**config.mk**
```make
export PLATFORM = sky130hd
export DESIGN_NAME = sync_fifo_asym
export DESIGN_NICKNAME = d
export VERILOG_FILES = /design/src/rtl/sync_fifo_asym.sv
export SDC_FILE = /design/constraint.sdc
export NUM_CORES = 1
export LEC_CHECK = 0
export ABC_CLOCK_PERIOD_IN_PS = 3100
export CORE_MARGIN = 2
export CORE_UTILIZATION = 52
export DETAILED_ROUTE_END_ITERATION = 10
export GPL_ROUTABILITY_DRIVEN = 0
export PLACE_DENSITY_LB_ADDON = 0.1
export SLEW_MARGIN = 25
export SYNTH_ARGS = -nofsm -noshare
export SYNTH_HDL_FRONTEND = slang
export SYNTH_SLANG_ARGS = --single-unit
```
**constraint.sdc**
```tcl
create_clock -name clk -period 3.1 [get_ports clk]
set_input_delay 0.465 -clock clk [delete_from_list [all_inputs] [get_ports clk]]
set_output_delay 0.465 -clock clk [all_outputs]
set_load 0.05 [all_outputs]
```
**src/rtl/sync_fifo_asym.sv**
```systemverilog
// Single-clock FIFO with independent write/read widths (power-of-2 ratio).
// Storage and pointers are kept in narrow units; flags and counts derive from pointer difference.
module sync_fifo_asym #(
    parameter int WR_WIDTH          = 8,
    parameter int RD_WIDTH          = 32,
    parameter int ADDR_WIDTH        = 4,
    parameter bit FWFT_EN           = 1'b1,
    parameter int PROG_FULL_THRESH  = 12,
    parameter int PROG_EMPTY_THRESH = 1
) (
    input  logic                  clk,
    input  logic                  rst,
    input  logic [WR_WIDTH-1:0]   din,
    input  logic                  wr_en,
    output logic                  full,
    output logic                  prog_full,
    output logic                  overflow,
    output logic [ADDR_WIDTH:0]   wr_count,
    output logic [RD_WIDTH-1:0]   dout,
    input  logic                  rd_en,
    output logic                  empty,
    output logic                  prog_empty,
    output logic                  underflow,
    output logic [ADDR_WIDTH:0]   rd_count
);

    localparam int NARROW   = (WR_WIDTH < RD_WIDTH) ? WR_WIDTH : RD_WIDTH;
    localparam int WR_UNITS = WR_WIDTH / NARROW;
    localparam int RD_UNITS = RD_WIDTH / NARROW;
    localparam int DEPTH    = 1 << ADDR_WIDTH;
    localparam int WR_SHIFT = $clog2(WR_UNITS);
    localparam int RD_SHIFT = $clog2(RD_UNITS);

    localparam logic [ADDR_WIDTH:0] DEPTH_U = (ADDR_WIDTH+1)'(DEPTH);
    localparam logic [ADDR_WIDTH:0] WR_STEP = (ADDR_WIDTH+1)'(WR_UNITS);
    localparam logic [ADDR_WIDTH:0] RD_STEP = (ADDR_WIDTH+1)'(RD_UNITS);
    localparam logic [ADDR_WIDTH:0] PF_TH   = (ADDR_WIDTH+1)'(PROG_FULL_THRESH);
    localparam logic [ADDR_WIDTH:0] PE_TH   = (ADDR_WIDTH+1)'(PROG_EMPTY_THRESH);

    logic [NARROW-1:0]     r_mem [DEPTH];
    logic [ADDR_WIDTH:0]   r_wptr;
    logic [ADDR_WIDTH:0]   r_rptr;
    logic [RD_WIDTH-1:0]   r_dout;
    logic                  r_overflow;
    logic                  r_underflow;

    logic [ADDR_WIDTH:0]   w_fill;
    logic [ADDR_WIDTH:0]   w_free;
    logic [ADDR_WIDTH-1:0] w_waddr;
    logic [ADDR_WIDTH-1:0] w_raddr;
    logic                  w_full_raw;
    logic                  w_empty_raw;
    logic                  w_wr_acc;
    logic                  w_rd_acc;
    logic [RD_WIDTH-1:0]   w_rd_word;

    // Pointer difference wraps naturally, so fill stays correct across MSB toggles.
    assign w_fill      = r_wptr - r_rptr;
    assign w_free      = DEPTH_U - w_fill;
    assign w_waddr     = r_wptr[ADDR_WIDTH-1:0];
    assign w_raddr     = r_rptr[ADDR_WIDTH-1:0];
    assign w_full_raw  = w_free < WR_STEP;
    assign w_empty_raw = w_fill < RD_STEP;

    assign wr_count    = w_fill >> WR_SHIFT;
    assign rd_count    = w_fill >> RD_SHIFT;

    // Flags read as full/empty for the whole time reset is held.
    assign full        = rst | w_full_raw;
    assign empty       = rst | w_empty_raw;
    assign prog_full   = rst | (wr_count >= PF_TH);
    assign prog_empty  = rst | (rd_count <= PE_TH);

    assign w_wr_acc    = wr_en & ~full;
    assign w_rd_acc    = rd_en & ~empty;

    assign overflow    = r_overflow;
    assign underflow   = r_underflow;

    // NOTE: the storage array has no reset; emptiness is defined by the pointers alone,
    // which keeps the array mappable onto RAM primitives.
    always_ff @(posedge clk) begin
        if (w_wr_acc) begin
            for (int k = 0; k < WR_UNITS; k++) begin
                r_mem[w_waddr + ADDR_WIDTH'(k)] <= din[k*NARROW +: NARROW];
            end
        end
    end

    // NOTE: every variable assigned in always_comb gets a default first so no latch is inferred.
    always_comb begin
        w_rd_word = '0;
        for (int k = 0; k < RD_UNITS; k++) begin
            w_rd_word[k*NARROW +: NARROW] = r_mem[w_raddr + ADDR_WIDTH'(k)];
        end
    end

    // NOTE: sequential state uses non-blocking assignments so all registers update together.
    always_ff @(posedge clk or posedge rst) begin
        if (rst) begin
            r_wptr      <= '0;
            r_rptr      <= '0;
            r_dout      <= '0;
            r_overflow  <= 1'b0;
            r_underflow <= 1'b0;
        end else begin
            if (w_wr_acc) begin
                r_wptr <= r_wptr + WR_STEP;
            end
            if (w_rd_acc) begin
                r_rptr <= r_rptr + RD_STEP;
                r_dout <= w_rd_word;
            end
            r_overflow  <= wr_en & full;
            r_underflow <= rd_en & empty;
        end
    end

    // In fall-through mode the head word is shown live; r_dout keeps the last popped word.
    assign dout = (FWFT_EN && !empty) ? w_rd_word : r_dout;

endmodule

```
==> run summary <==
Status - complete, but fails checks
Failing checks - setup timing
Hpwl dp - 8.44 mm
FMAX - 320 MHz
Final setup TNS - -0.144 ns
# rows - 42
Crit-path leading delay family - buffers and inverters
Buffers added on ports - 57
First-pass GRT wire length - 22.3 mm
Initial antenna violation count - 0
GRT Total Usage - 21.6%
Buffers plus inverters on the worst setup path - 5
Routed wire per std cell - 22.1 microns
H-Tree Depth - 4
RSZ-0062 raised after global routing - yes
Core Footprint - 13,300 sq um
Die area - 14,600 sq um
Post-route ant nets - 0
Vias - 3,674
Cell count after synthesis - 359
Worst EP required - 2.63 ns
P&R area growth vs syn - 31.2%
Share of cells above drive strength 1 - 45.8%
CTS buffer count - 17
DP Worst Slack - 0.126 ns
Hold_buf cts - 0
Clock Tree Root - clkbuf_16
Startpoint types - flop
Initial core utilization - 53.4%
Post-layout minimum cycle time - 3.12 ns
Number of vias per cell - 5.71
Largest net degree at the start of global routing - 35
Final Cycle Share - 101%
Area of the multi-input gates - 2180 sq um
Top Ports - 60
Hold crit path type - input port to asynchronous set/reset pin
Ant diodes - 0
Final WL - 14.2 mm
CTS tree - yes
Final setup viols - 8
CP max stage delay - 0.44 ns
Die Height - 121 microns
Sink Count - 170
Cell Chain, Critical Path - inv_2 > ha_4 > fa_2 > buf_6 > a31oi_4 > buf_6 > buf_12 > mux2_4 > buf_12
Register Area - 4900 sq um
Reg clk slew, reported paths - 0.06 ns
Relative slew slack - 51.7%
Grt total ovfl - 0
Final-report max-slew violation count - 0
Final hold vios - 0
Max Cap Viol - 0
Count of different cell masters after synthesis - 36
Worst-margin pin slew - 0.723 ns
#FFs+latches synth - 170
Synth top area cells - edfxtp_1 (54%), dfrtp_1 (15%), mux4_2 (10%)
Initial DRC count - 204
Final Core Density - 70.0%
FILL cells - 814
Crit end category - output pin
Dominant cell type by area after synthesis - edfxtp_1
Vias in the first global route - 3,814
Crit Path Category - flop to output pin
DRT Pass-1 Iters - 5
Post-synthesis cell area - 7090 sq um
Largest buffer count on any clock path - 2
Clock skew - 0.00656 ns
Sequential area share after synthesis - 69.0%
Clk Latency, worst-skew pair - 0.42 ns
DRC viols - 0
Top cell type's share of synthesized area - 54.2%
Critical Path Fanout Max - 8
WP data arrival - 2.66 ns
Worst-path cell with the longest stage delay - fa_2
Crit path setup slack, layout - -0.0236 ns
YS warnings - 0
Nets - 473
Die width - 121 microns
Mean Syn Cell Area - 19.8 sq um
==> final cells by class <==
| cell class | instances | share of cell area, % |
|---|---|---|
| inverter | 10 | 0.403 |
| tap | 176 | 2.37 |
| clock inverter | 15 | 2.21 |
| multi-input combinational | 158 | 23.4 |
| sequential | 170 | 52.6 |
| clock buffer | 17 | 4.57 |
| timing repair buffer | 97 | 14.4 |
==> flip-flops by register name, indices dropped and copies added, names as in the netlist <==
name,cells
r_mem,128
r_dout,32
r_wptr,5
r_rptr,3
overflow,1
underflow,1
==> kinds of logic after synthesis <==
kind of cell,Yosys count,synth area share (%)
flops,170,69.0
mux,97,21.9
buf+inv,32,2.49
simple gates,31,2.63
compound gates,13,1.45
xor+xnor,8,1.18
fa+ha+maj,7,1.34
other cells,1,0.0529
==> Yosys cell counts <==
master,number
a31oi_4,1
nor3_1,2
nand4b_1,2
a311o_1,1
conb_1,1
xor2_1,1
a21oi_1,2
a22o_1,1
ha_1,6
mux2_4,26
xnor3_1,1
nand2_1,1
xnor2_1,6
inv_1,10
a311oi_1,1
buf_6,3
nand2b_1,1
o21ai_0,4
or3_1,1
dfrtp_1,42
o211ai_1,2
mux4_2,32
nand2_4,1
nor2b_1,2
mux2_1,3
mux2_2,36
and3_1,13
edfxtp_1,128
buf_2,6
o2111ai_1,1
and2_1,1
buf_4,7
nand3_1,4
fa_1,1
clkbuf_1,6
nor2_1,3
==> worst register-to-register path, cell delays in order, from the launching register on <==
cell	delay, ns
dfrtp_2	0.43
ha_4	0.17
fa_2	0.54
buf_6	0.12
buf_4	0.11
nand3_1	0.13
xnor2_1	0.18
a21oi_1	0.40
and3_1	0.24
buf_4	0.19
==> stage by stage <==
step	area [sq um]	std cells	hold WS, ns
after floorplan	7100	360	0.457
after global placement	8400	601	0.470
after detailed placement	8400	601	0.481
after CTS	9330	643	0.445
after global routing	9300	643	0.463
final	9300	643	0.484
==> layer usage <==
metal	vias up	global-route usage (%)	part of all wire, %
li1	1591	-	-
met1	1931	29.0	43
met2	133	33.9	49
met3	19	5.75	5.9
met4	0	8.65	1.7
met5	-	0	0
==> cells in the final DEF, fill, tap and decap left out, types with 4 or more instances in the layout <==
cell	n
clkinv_2	4
clkbuf_16	17
mux2_2	4
xnor2_1	6
mux4_2	32
nand3_1	4
ha_1	5
bufinv_16	5
edfxtp_1	128
buf_4	34
clkdlybuf4s50_1	15
inv_1	8
dfrtp_1	41
mux2_4	58
buf_12	43
and3_1	13
buf_6	4
==> final timing paths <==
| kind | slack [ns] | from | endpoint | cells after the start |
|---|---|---|---|---|
| min in group clk | 0.49 | r_wptr[4] | r_wptr[4] | 1 |
| max | -0.02 | r_wptr[2] | dout[21] | 9 |
| max in group asynchronous | 2.11 | rst | r_dout[15] | 3 |
| min | 0.48 | rst | r_wptr[0] | 2 |
| max reg2reg | 0.30 | r_rptr[2] | r_mem[10][7] | 9 |
| min reg2reg | 0.49 | r_wptr[4] | r_wptr[4] | 1 |
==> what timing repair did <==
item | 4_1_cts | 5_1_grt
gates resized for setup | 50 | 1
hold endpoints to repair | 0 | 0
gates cloned | 2 | 0
endpoints found under the setup margin | 34 | 33
setup buffers | 8 | 2
pin swaps | 4 | 3
Power is not shown: default switching activity piles up to over one toggle a cycle in this logic, so the estimate is an artifact.
